$ cat config.mk
export PLATFORM = sky130hd
export DESIGN_NAME = dma_io_peripheral_flat
export DESIGN_NICKNAME = d
export VERILOG_FILES = /design/src/rtl/dma_periph_pkg.sv /design/src/rtl/dma_io_peripheral_if.sv /design/src/rtl/dma_byte_fifo.sv /design/src/rtl/dma_io_peripheral.sv /design/src/flat_wrapper.sv
export SDC_FILE = /design/constraint.sdc
export NUM_CORES = 1
export LEC_CHECK = 0
export CORE_MARGIN = 2
export CORE_UTILIZATION = 60
export CTS_BUF_LIST = sky130_fd_sc_hd__clkbuf_4
export DETAILED_ROUTE_END_ITERATION = 12
export PLACE_DENSITY = 0.82
export SLEW_MARGIN = 10
export SYNTH_ARGS = -nofsm -noshare
export SYNTH_HDL_FRONTEND = slang
export SYNTH_SLANG_ARGS = --single-unit
$ cat constraint.sdc
create_clock -name Clock -period 4.6 [get_ports Clock]
set_clock_uncertainty 0.05 [all_clocks]
set_input_delay 0.92 -clock Clock [delete_from_list [all_inputs] [get_ports Clock]]
set_output_delay 0.92 -clock Clock [all_outputs]
set_load 0.01 [all_outputs]
$ cat src/rtl/dma_periph_pkg.sv
// dma_periph_pkg: shared types and constants for the DMA I/O peripheral.
// The FSM state is one-hot. A compact state-index enum is kept alongside it
// for debug visibility. Optional build macro used by the peripheral top:
// DMA_PERIPH_SINGLE_MODE_EN.
package dma_periph_pkg;

    localparam int BYTE_W = 8;

    localparam logic DIR_DEV2MEM = 1'b0;
    localparam logic DIR_MEM2DEV = 1'b1;

    typedef enum logic [1:0] {
        IDLE_IDX    = 2'd0,
        REQ_IDX     = 2'd1,
        ACTIVE_IDX  = 2'd2,
        RELEASE_IDX = 2'd3
    } stateIdx_e;

    typedef enum logic [3:0] {
        IDLE    = 4'b0001,
        REQ     = 4'b0010,
        ACTIVE  = 4'b0100,
        RELEASE = 4'b1000
    } state_e;

    // Map a one-hot state onto its compact index for the debug port.
    function automatic stateIdx_e stateToIdx(input state_e s);
        case (s)
            REQ:     return REQ_IDX;
            ACTIVE:  return ACTIVE_IDX;
            RELEASE: return RELEASE_IDX;
            default: return IDLE_IDX;
        endcase
    endfunction

endpackage

$ cat src/rtl/dma_io_peripheral_if.sv
// dma_io_peripheral_if: 8237-style DMA handshake and data bus between the
// controller (master) and an I/O device (slave).
// Handshake: the device holds DREQ while it wants service. The controller
// answers with DACK and then issues active-low nIOR/nIOW strobes. One byte
// moves per strobe. nEOP (active low, qualified by DACK) ends the transfer.
interface dma_io_peripheral_if;
    import dma_periph_pkg::*;

    logic              DREQ;
    logic              DACK;
    logic              nIOR;
    logic              nIOW;
    logic              nEOP;
    logic [BYTE_W-1:0] DataIn;
    logic [BYTE_W-1:0] DataOut;
    logic              DataOutEn;

    modport master (
        input  DREQ, DataOut, DataOutEn,
        output DACK, nIOR, nIOW, nEOP, DataIn
    );

    modport slave (
        output DREQ, DataOut, DataOutEn,
        input  DACK, nIOR, nIOW, nEOP, DataIn
    );

endinterface

$ cat src/rtl/dma_byte_fifo.sv
// dma_byte_fifo: synchronous byte FIFO with one write port and one read port.
// The head byte is presented combinationally on RdData. A write into a full
// FIFO is dropped unless a read frees a slot in the same cycle. A read from
// an empty FIFO is ignored. LevelNext gives the occupancy after this cycle.
module dma_byte_fifo
    import dma_periph_pkg::*;
#(
    parameter int DEPTH = 16
) (
    input  logic                     Clock,
    input  logic                     Reset,
    input  logic                     WrEn,
    input  logic [BYTE_W-1:0]        WrData,
    input  logic                     RdEn,
    output logic [BYTE_W-1:0]        RdData,
    output logic                     Full,
    output logic                     Empty,
    output logic [$clog2(DEPTH):0]   Level,
    output logic [$clog2(DEPTH):0]   LevelNext
);

    localparam int AW = $clog2(DEPTH);
    localparam int LW = AW + 1;
    localparam logic [LW-1:0] DEPTH_L = LW'(DEPTH);

    logic [BYTE_W-1:0] mem [DEPTH];
    logic [AW-1:0]     wrPtr;
    logic [AW-1:0]     rdPtr;
    logic [LW-1:0]     count;
    logic              doWr;
    logic              doRd;

    // Qualify requests against occupancy and work out the next level.
    always_comb begin
        Full      = (count == DEPTH_L);
        Empty     = (count == '0);
        doRd      = RdEn && !Empty;
        doWr      = WrEn && (!Full || doRd);
        LevelNext = count;
        if (doWr && !doRd) begin
            LevelNext = count + 1'b1;
        end else if (doRd && !doWr) begin
            LevelNext = count - 1'b1;
        end
        Level  = count;
        RdData = mem[rdPtr];
    end

    // Pointers and occupancy. Reset discards all contents.
    always_ff @(posedge Clock) begin
        if (Reset) begin
            wrPtr <= '0;
            rdPtr <= '0;
            count <= '0;
        end else begin
            if (doWr) wrPtr <= wrPtr + 1'b1;
            if (doRd) rdPtr <= rdPtr + 1'b1;
            count <= LevelNext;
        end
    end

    // Storage array. It is not reset because the pointers define validity.
    always_ff @(posedge Clock) begin
        if (doWr) mem[wrPtr] <= WrData;
    end

endmodule

$ cat src/rtl/dma_io_peripheral.sv
// dma_io_peripheral: DMA target device for the 8237 handshake.
// It requests service when its FIFO crosses REQ_THRESH (bytes present for
// device-to-memory, bytes free for memory-to-device). It moves one byte per
// controller strobe and stops on FIFO empty/full or nEOP.
// Build option DMA_PERIPH_SINGLE_MODE_EN: after every byte, drop DREQ and
// go through RELEASE/IDLE before requesting again (single-transfer mode).
// Without it, DREQ is held until the FIFO is empty/full or nEOP (demand mode).
module dma_io_peripheral
    import dma_periph_pkg::*;
#(
    parameter int DEPTH      = 16,
    parameter int REQ_THRESH = 4
) (
    input  logic                    Clock,
    input  logic                    Reset,
    input  logic                    Dir,
    dma_io_peripheral_if.slave      bus,
    input  logic                    PushValid,
    input  logic [BYTE_W-1:0]       PushData,
    output logic                    PushReady,
    output logic                    PopValid,
    output logic [BYTE_W-1:0]       PopData,
    input  logic                    PopReady,
    output logic [$clog2(DEPTH):0]  Level,
    output logic                    Done,
    input  logic                    DoneClr,
    output logic [1:0]              StateDbg
);

    localparam int LW = $clog2(DEPTH) + 1;
    localparam logic [LW-1:0] DEPTH_L  = LW'(DEPTH);
    localparam logic [LW-1:0] THRESH_L = LW'(REQ_THRESH);

    state_e            state;
    state_e            stateNext;
    logic              dirQ;
    logic              dirNext;
    logic              niorQ;
    logic              niowQ;
    logic              doneSet;
    logic              inActive;
    logic              busRd;
    logic              busWr;
    logic              xferEnd;
    logic              fifoWrEn;
    logic [BYTE_W-1:0] fifoWrData;
    logic              fifoRdEn;
    logic [BYTE_W-1:0] head;
    logic              full;
    logic              empty;
    logic [LW-1:0]     levelNext;

    dma_byte_fifo #(.DEPTH(DEPTH)) uFifo (
        .Clock     (Clock),
        .Reset     (Reset),
        .WrEn      (fifoWrEn),
        .WrData    (fifoWrData),
        .RdEn      (fifoRdEn),
        .RdData    (head),
        .Full      (full),
        .Empty     (empty),
        .Level     (Level),
        .LevelNext (levelNext)
    );

    // Strobe edge detection and FIFO port muxing. A transfer needs DACK and
    // the other strobe inactive. The bus side owns a FIFO port only for the
    // latched direction. Otherwise the local producer/consumer drives it.
    always_comb begin
        inActive = (state == ACTIVE);
        busRd    = inActive && (dirQ == DIR_DEV2MEM) && bus.DACK &&
                   !niorQ && niowQ && bus.nIOR && bus.nIOW;
        busWr    = inActive && (dirQ == DIR_MEM2DEV) && bus.DACK &&
                   niowQ && !bus.nIOW && bus.nIOR;
        xferEnd  = (busRd && (levelNext == '0)) || (busWr && (levelNext == DEPTH_L));

        fifoWrEn   = PushValid;
        fifoWrData = PushData;
        if (dirQ == DIR_MEM2DEV && busWr) begin
            fifoWrEn   = 1'b1;
            fifoWrData = bus.DataIn;
        end
        fifoRdEn = PopReady;
        if (dirQ == DIR_DEV2MEM && busRd) begin
            fifoRdEn = 1'b1;
        end

        PushReady = !full;
        PopValid  = !empty;
        PopData   = head;
    end

    // State, latched direction and strobe history registers.
    always_ff @(posedge Clock) begin
        if (Reset) begin
            state <= IDLE;
            dirQ  <= DIR_DEV2MEM;
            niorQ <= 1'b1;
            niowQ <= 1'b1;
        end else begin
            state <= stateNext;
            dirQ  <= dirNext;
            niorQ <= bus.nIOR;
            niowQ <= bus.nIOW;
        end
    end

    // Next-state logic. Direction is captured only when leaving IDLE.
    always_comb begin
        stateNext = state;
        dirNext   = dirQ;
        doneSet   = 1'b0;
        case (state)
            IDLE: begin
                if ((Dir == DIR_DEV2MEM && Level >= THRESH_L) ||
                    (Dir == DIR_MEM2DEV && (DEPTH_L - Level) >= THRESH_L)) begin
                    stateNext = REQ;
                    dirNext   = Dir;
                end
            end
            REQ: begin
                if (bus.DACK) stateNext = ACTIVE;
            end
            ACTIVE: begin
                if (!bus.nEOP && bus.DACK) begin
                    doneSet   = 1'b1;
                    stateNext = RELEASE;
`ifdef DMA_PERIPH_SINGLE_MODE_EN
                end else if (xferEnd || busRd || busWr) begin
                    stateNext = RELEASE;
`else
                end else if (xferEnd) begin
                    stateNext = RELEASE;
`endif
                end
            end
            RELEASE: begin
                if (!bus.DACK) stateNext = IDLE;
            end
            default: stateNext = IDLE;
        endcase
    end

    // Sticky completion flag. A set in the same cycle as a clear wins.
    always_ff @(posedge Clock) begin
        if (Reset) begin
            Done <= 1'b0;
        end else if (doneSet) begin
            Done <= 1'b1;
        end else if (DoneClr) begin
            Done <= 1'b0;
        end
    end

    // Bus-facing outputs decoded from state and live strobes.
    always_comb begin
        bus.DREQ      = (state == REQ) || (state == ACTIVE);
        bus.DataOutEn = inActive && (dirQ == DIR_DEV2MEM) && bus.DACK &&
                        !bus.nIOR && bus.nIOW;
        bus.DataOut   = (inActive && dirQ == DIR_DEV2MEM) ? head : '0;
        StateDbg      = stateToIdx(state);
    end

endmodule

$ cat src/flat_wrapper.sv
// flat-port wrapper written by rule: the top's interface ports become plain ports
module dma_io_peripheral_flat import dma_periph_pkg::*;
#(
    parameter int DEPTH      = 16,
    parameter int REQ_THRESH = 4
)
  (Clock, Reset, Dir, PushValid, PushData, PushReady, PopValid, PopData, PopReady, Level, Done, DoneClr, StateDbg, bus_DREQ, bus_DataOut, bus_DataOutEn, bus_DACK, bus_nIOR, bus_nIOW, bus_nEOP, bus_DataIn);
  dma_io_peripheral_if bus_i ();
  input  logic Clock;
  input  logic Reset;
  input  logic Dir;
  input  logic PushValid;
  input  logic [BYTE_W-1:0] PushData;
  output logic PushReady;
  output logic PopValid;
  output logic [BYTE_W-1:0] PopData;
  input  logic PopReady;
  output logic [$clog2(DEPTH):0] Level;
  output logic Done;
  input  logic DoneClr;
  output logic [1:0] StateDbg;
  output wire logic [$bits(bus_i.DREQ)-1:0] bus_DREQ;
  output wire logic [$bits(bus_i.DataOut)-1:0] bus_DataOut;
  output wire logic [$bits(bus_i.DataOutEn)-1:0] bus_DataOutEn;
  input wire logic [$bits(bus_i.DACK)-1:0] bus_DACK;
  input wire logic [$bits(bus_i.nIOR)-1:0] bus_nIOR;
  input wire logic [$bits(bus_i.nIOW)-1:0] bus_nIOW;
  input wire logic [$bits(bus_i.nEOP)-1:0] bus_nEOP;
  input wire logic [$bits(bus_i.DataIn)-1:0] bus_DataIn;
  assign bus_DREQ = bus_i.DREQ;
  assign bus_DataOut = bus_i.DataOut;
  assign bus_DataOutEn = bus_i.DataOutEn;
  assign bus_i.DACK = bus_DACK;
  assign bus_i.nIOR = bus_nIOR;
  assign bus_i.nIOW = bus_nIOW;
  assign bus_i.nEOP = bus_nEOP;
  assign bus_i.DataIn = bus_DataIn;
  dma_io_peripheral #(.DEPTH(DEPTH), .REQ_THRESH(REQ_THRESH)) u_core (.Clock(Clock), .Reset(Reset), .Dir(Dir), .bus(bus_i), .PushValid(PushValid), .PushData(PushData), .PushReady(PushReady), .PopValid(PopValid), .PopData(PopData), .PopReady(PopReady), .Level(Level), .Done(Done), .DoneClr(DoneClr), .StateDbg(StateDbg));
endmodule
# Word-level counts from Yosys, hierarchy flattened
# Memory sizes are Yosys's and may differ from the RTL's. A register that Yosys moved wholly into a read port is not among the register bits.
# Index checks and enable logic that the tools add are counted.
# op_classes
add_sub_neg	5
order_cmp	2
n_mux	21
n_bitwise	2
reduce_logical	41
n_eq_ne	10
# op_table
op	count
two-way mux 4 bit	7
logical AND 1 bit	24
two-way mux 8 bit	2
case mux 4 bit (4 select lines)	1
equality test 5 bit, second input constant	2
greater-or-equal comparator 5 x 3 -> 1 bit, second input constant	2
logical NOT 5 bit	2
two-way mux 5 bit	2
adder 4 x 1 -> 4 bit, second input constant	2
logical NOT 1 bit	8
two-way mux 1 bit	8
case mux 2 bit (3 select lines)	1
adder 5 x 1 -> 5 bit, second input constant	1
subtractor 5 x 1 -> 5 bit, second input constant	1
subtractor 5 bit, first input constant	1
equality test 4 x 1 -> 1 bit, second input constant	1
equality test 4 x 2 -> 1 bit, second input constant	1
equality test 4 x 3 -> 1 bit, second input constant	1
equality test 4 bit, second input constant	1
logical OR 1 bit	4
!= test 2 bit, second input constant	2
AND reduction 4 bit	1
!= test 3 bit, second input constant	1
!= test 2 x 1 -> 1 bit, second input constant	1
3 further kinds	4
# totals
in_bits	26
memories	1
mem_bits_rw	128
word_cells	90
output_inout_bits	28
ff_bits	21
# mem_list
memory	words	word_bits	read_ports	rd_clocked_by_memory_dff	wr	line	text
u_core.uFifo.mem	16	8	1	1	1	dma_byte_fifo.sv:26	logic [BYTE_W-1:0] mem [DEPTH];

# Depth between registers and ports, before layout
# logic_depth
depth_word	22
mapped_depth	12
depth_no_buf	11

# Cells and area by module
# A second synthesis with hierarchy kept.
# hier_totals
cells_unflattened	407
area_unflattened_um2	6531.3
# by_module_without_submodules
mod	cells_per_inst	seq_area_each_um2	area_each_um2	n_inst
dma_byte_fifo	317	4184.0	5811.8	1
dma_io_peripheral	90	160.2	719.4	1

# Least setup slack after synthesis
# OpenSTA, ideal clock, no wires.
# synth_path
path_kind	flip-flop to output port
from	register with a tool-made name
to	output bus_DataOut[0]
arrival_ps	2331
path_stages_with_launch	6
t_required_ps	3630
setup_slack_ps	1299
n_path_buf	2
cell_sequence	dfxtp_1 > clkbuf_1 > buf_1 > mux4_2 > mux4_2 > and2_1
# synth_rtl
item	line	text
end: declaration	flat_wrapper.sv:23	output wire logic [$bits(bus_i.DataOut)-1:0] bus_DataOut;

==> metrics.md <==
| Metric | Value |
|---|---|
| Outcome | completed |
| Worst min path class | register to register |
| Filler Cells Inserted | 685 |
| Post-Syn Area | 0.006724 mm^2 |
| Worst EP arrival | 3.21 ns |
| Mapped Nets | 440 |
| Drt total wl | 14.16 mm |
| Die width | 109.9 um |
| Sequential-to-total area share from yosys stat | 64.61% |
| Total negative slack | 0 ns |
| Vias | 3898 |
| Post CTS Setup Buffer Count | 0 |
| Final worst slack | 0.4232 ns |
| Worst-margin pin slew | 0.7911 ns |
| Post-synth EDFFs | 128 |
| Post-CTS Resized | 0 |
| IO Pins | 54 |
| RSZ-0062 raised after global routing | false |
| Distinct cells, synth | 60 |
| Fin crit share | 90.80% |
| Clk buf depth | 2 |
| Fin. max-slew vios | 0 |
| Routed Antenna Nets | 0 |
| Slew Limit Headroom | 47.08% |
| Fin Hold WS | 0.4655 ns |
| Area growth from synthesis to layout | 13.03% |
| Register Area | 0.004345 mm^2 |
| Cts hold-fix bufs | 0 |
| Port Buffers | 53 |
| Fmax | 0.2394 GHz |
| Initial antenna violation count | 0 |
| WS Path Type | register to output port |
| Post-Syn Area per Cell | 16.64 um^2 |
| Starting Density | 61.76% |
| Clk_lat worst skew | 0.56 ns |
| Post-Synthesis Cells | 404 |
| Area of the multi-input gates | 0.002208 mm^2 |
| Total chip power | 3511 uW |
| Final min period | 4.177 ns |
| Power Dens Cells | 461.9 mW/mm^2 |
| Req. time, crit path | 3.63 ns |
| CTS Buf Count | 17 |
| Predominant post-synthesis flop cell | edfxtp_1 |
| DRC violations left | 0 |
| First-pass GRT wire length | 21.91 mm |
| Most frequent cells in the layout | edfxtp_1, clkdlybuf4s50_1, mux4_2 |
| Synth Warn # | 0 |
| Commonest non-fill, non-tap cell in the layout | edfxtp_1 |
| Ant. Diodes | 0 |
| Startpoint types | register |
| Row count | 38 |
| Gpl congestion | 0.8064 |
| Non-filler cells, final | 610 |
| Worst IR Drop VDD | 0.3710 mV |
| Final-report hold violation count | 0 |
| Hpwl dp | 9.716 mm |
| GRT overflow | 0 |
| MaxCap Viol Count | 0 |
| H-tree levels | 4 |
| Vias per inst | 6.390 |
| Setup crit end kind | output port |
| Wire per inst | 23.22 um |
| Clk slew on worst S/H paths | 0.13 ns |
| Yosys reg bits | 153 |
| Critical Path Fanout Max | 32 |
| Core Area | 0.01089 mm^2 |
| CTS tree | built |
| Final setup fails | 0 |
| Share of layout cells above drive strength 1 | 21.91% |
| Cells after DPL | 578 |
| Die area | 0.01207 mm^2 |
| Async SR Flop Fraction | 0% |
| Drt first-iter violations | 420 |
| Largest net degree at the start of global routing | 33 |
| Die Y | 109.9 um |
| Clk sink count | 153 |
| Pre-CTS setup slack | 0.6152 ns |
| Clk root buf | clkbuf_4 |
| Drt first pass iters | 5 |
| Vias in the first global route | 3782 |
| GR Util All Layers | 25.82% |
| Nets | 493 |
| P_leak | 0.002424 uW |
synth_stat cells (3+ instances only):
master / number / share of area (%)
nor2b_1: 5 / 0.47
buf_6: 3 / 0.50
and3_1: 4 / 0.37
a21oi_1: 7 / 0.52
mux4_2: 40 / 13
nor4_1: 5 / 0.47
buf_1: 5 / 0.28
edfxtp_1: 128 / 57
nor3_1: 9 / 0.67
clkbuf_1: 7 / 0.39
o21ai_0: 8 / 0.60
nand2_1: 10 / 0.56
mux2i_1: 3 / 0.45
mux2_2: 9 / 1.5
buf_2: 5 / 0.37
ha_1: 10 / 1.9
inv_1: 10 / 0.56
nor2_1: 21 / 1.2
nand2b_1: 3 / 0.28
dfxtp_1: 25 / 7.4
xnor2_1: 6 / 0.78
nand3_1: 4 / 0.30
and2_1: 23 / 2.1
a31oi_1: 4 / 0.37
xor2_1: 4 / 0.52
and4_1: 6 / 0.78
state kept, by name (all words and copies together), names as in the netlist, named ones only:
signal / flops
u_core.Done: 1
u_core.dirQ: 1
u_core.niorQ: 1
u_core.niowQ: 1
u_core.state: 4
u_core.uFifo.Level: 5
u_core.uFifo.mem: 128
u_core.uFifo.rdPtr: 4
u_core.uFifo.wrPtr: 4
cell families after synthesis:
family,count (synthesis),share of synthesized area (%)
DFF,153,64.61
and+or+nand+nor,109,9.844
muxes,53,15.56
AOI/OAI and AO/OA,36,4.280
buffers and inverters,33,2.549
xor gates and xnor gates,10,1.303
adders and majority gates,10,1.861
layout make-up:
cell class | instances | area share [%]
flip-flops and latches | 153 | 57.18
clock buffers | 18 | 1.778
repair buffers | 57 | 7.376
multi-input cells | 218 | 29.06
inverters | 10 | 0.4939
well taps | 140 | 2.305
clock inverters | 14 | 1.811
routing by layer:
metal	track usage [%]	vias to the layer above	wire length [um]
met5	0	-	0
met4	8.590	0	389
met3	7.054	35	1018
met2	41.54	209	7180
met1	34.34	1946	5575
li1	-	1708	-
worst max-delay path, stage by stage (launching register included):
cell	delay, ns
dfxtp_2	0.33
buf_4	0.50
mux4_2	0.63
mux4_2	0.50
and2_1	0.18
clkdlybuf4s50_1	0.49
power breakdown:
group	switching (uW)	total, uW	internal (uW)
registers	94.3	1660	1570
logic	518	1050	535
clock network	507	793	285
per-stage QoR:
step / cell area (um^2) / utilization (%)
finish: 7600 / 69.80
global route: 7600 / 69.80
CTS: 7600 / 69.80
detailed placement: 7327 / 67.29
global placement: 7327 / 67.29
floorplan: 6724 / -
worst paths after layout:
check	startpoint	endpoint	slack, ns	cells after the start
hold / removal	u_core.uFifo.rdPtr[1]	register	0.47	2
setup reg to reg	u_core.uFifo.Level[0]	u_core.uFifo.mem[0][1]	0.79	10
setup / recovery	register	bus_DataOut[7]	0.42	5
hold reg to reg	u_core.uFifo.rdPtr[1]	register	0.47	2
Note: power is estimated with default switching activity, not from simulation.
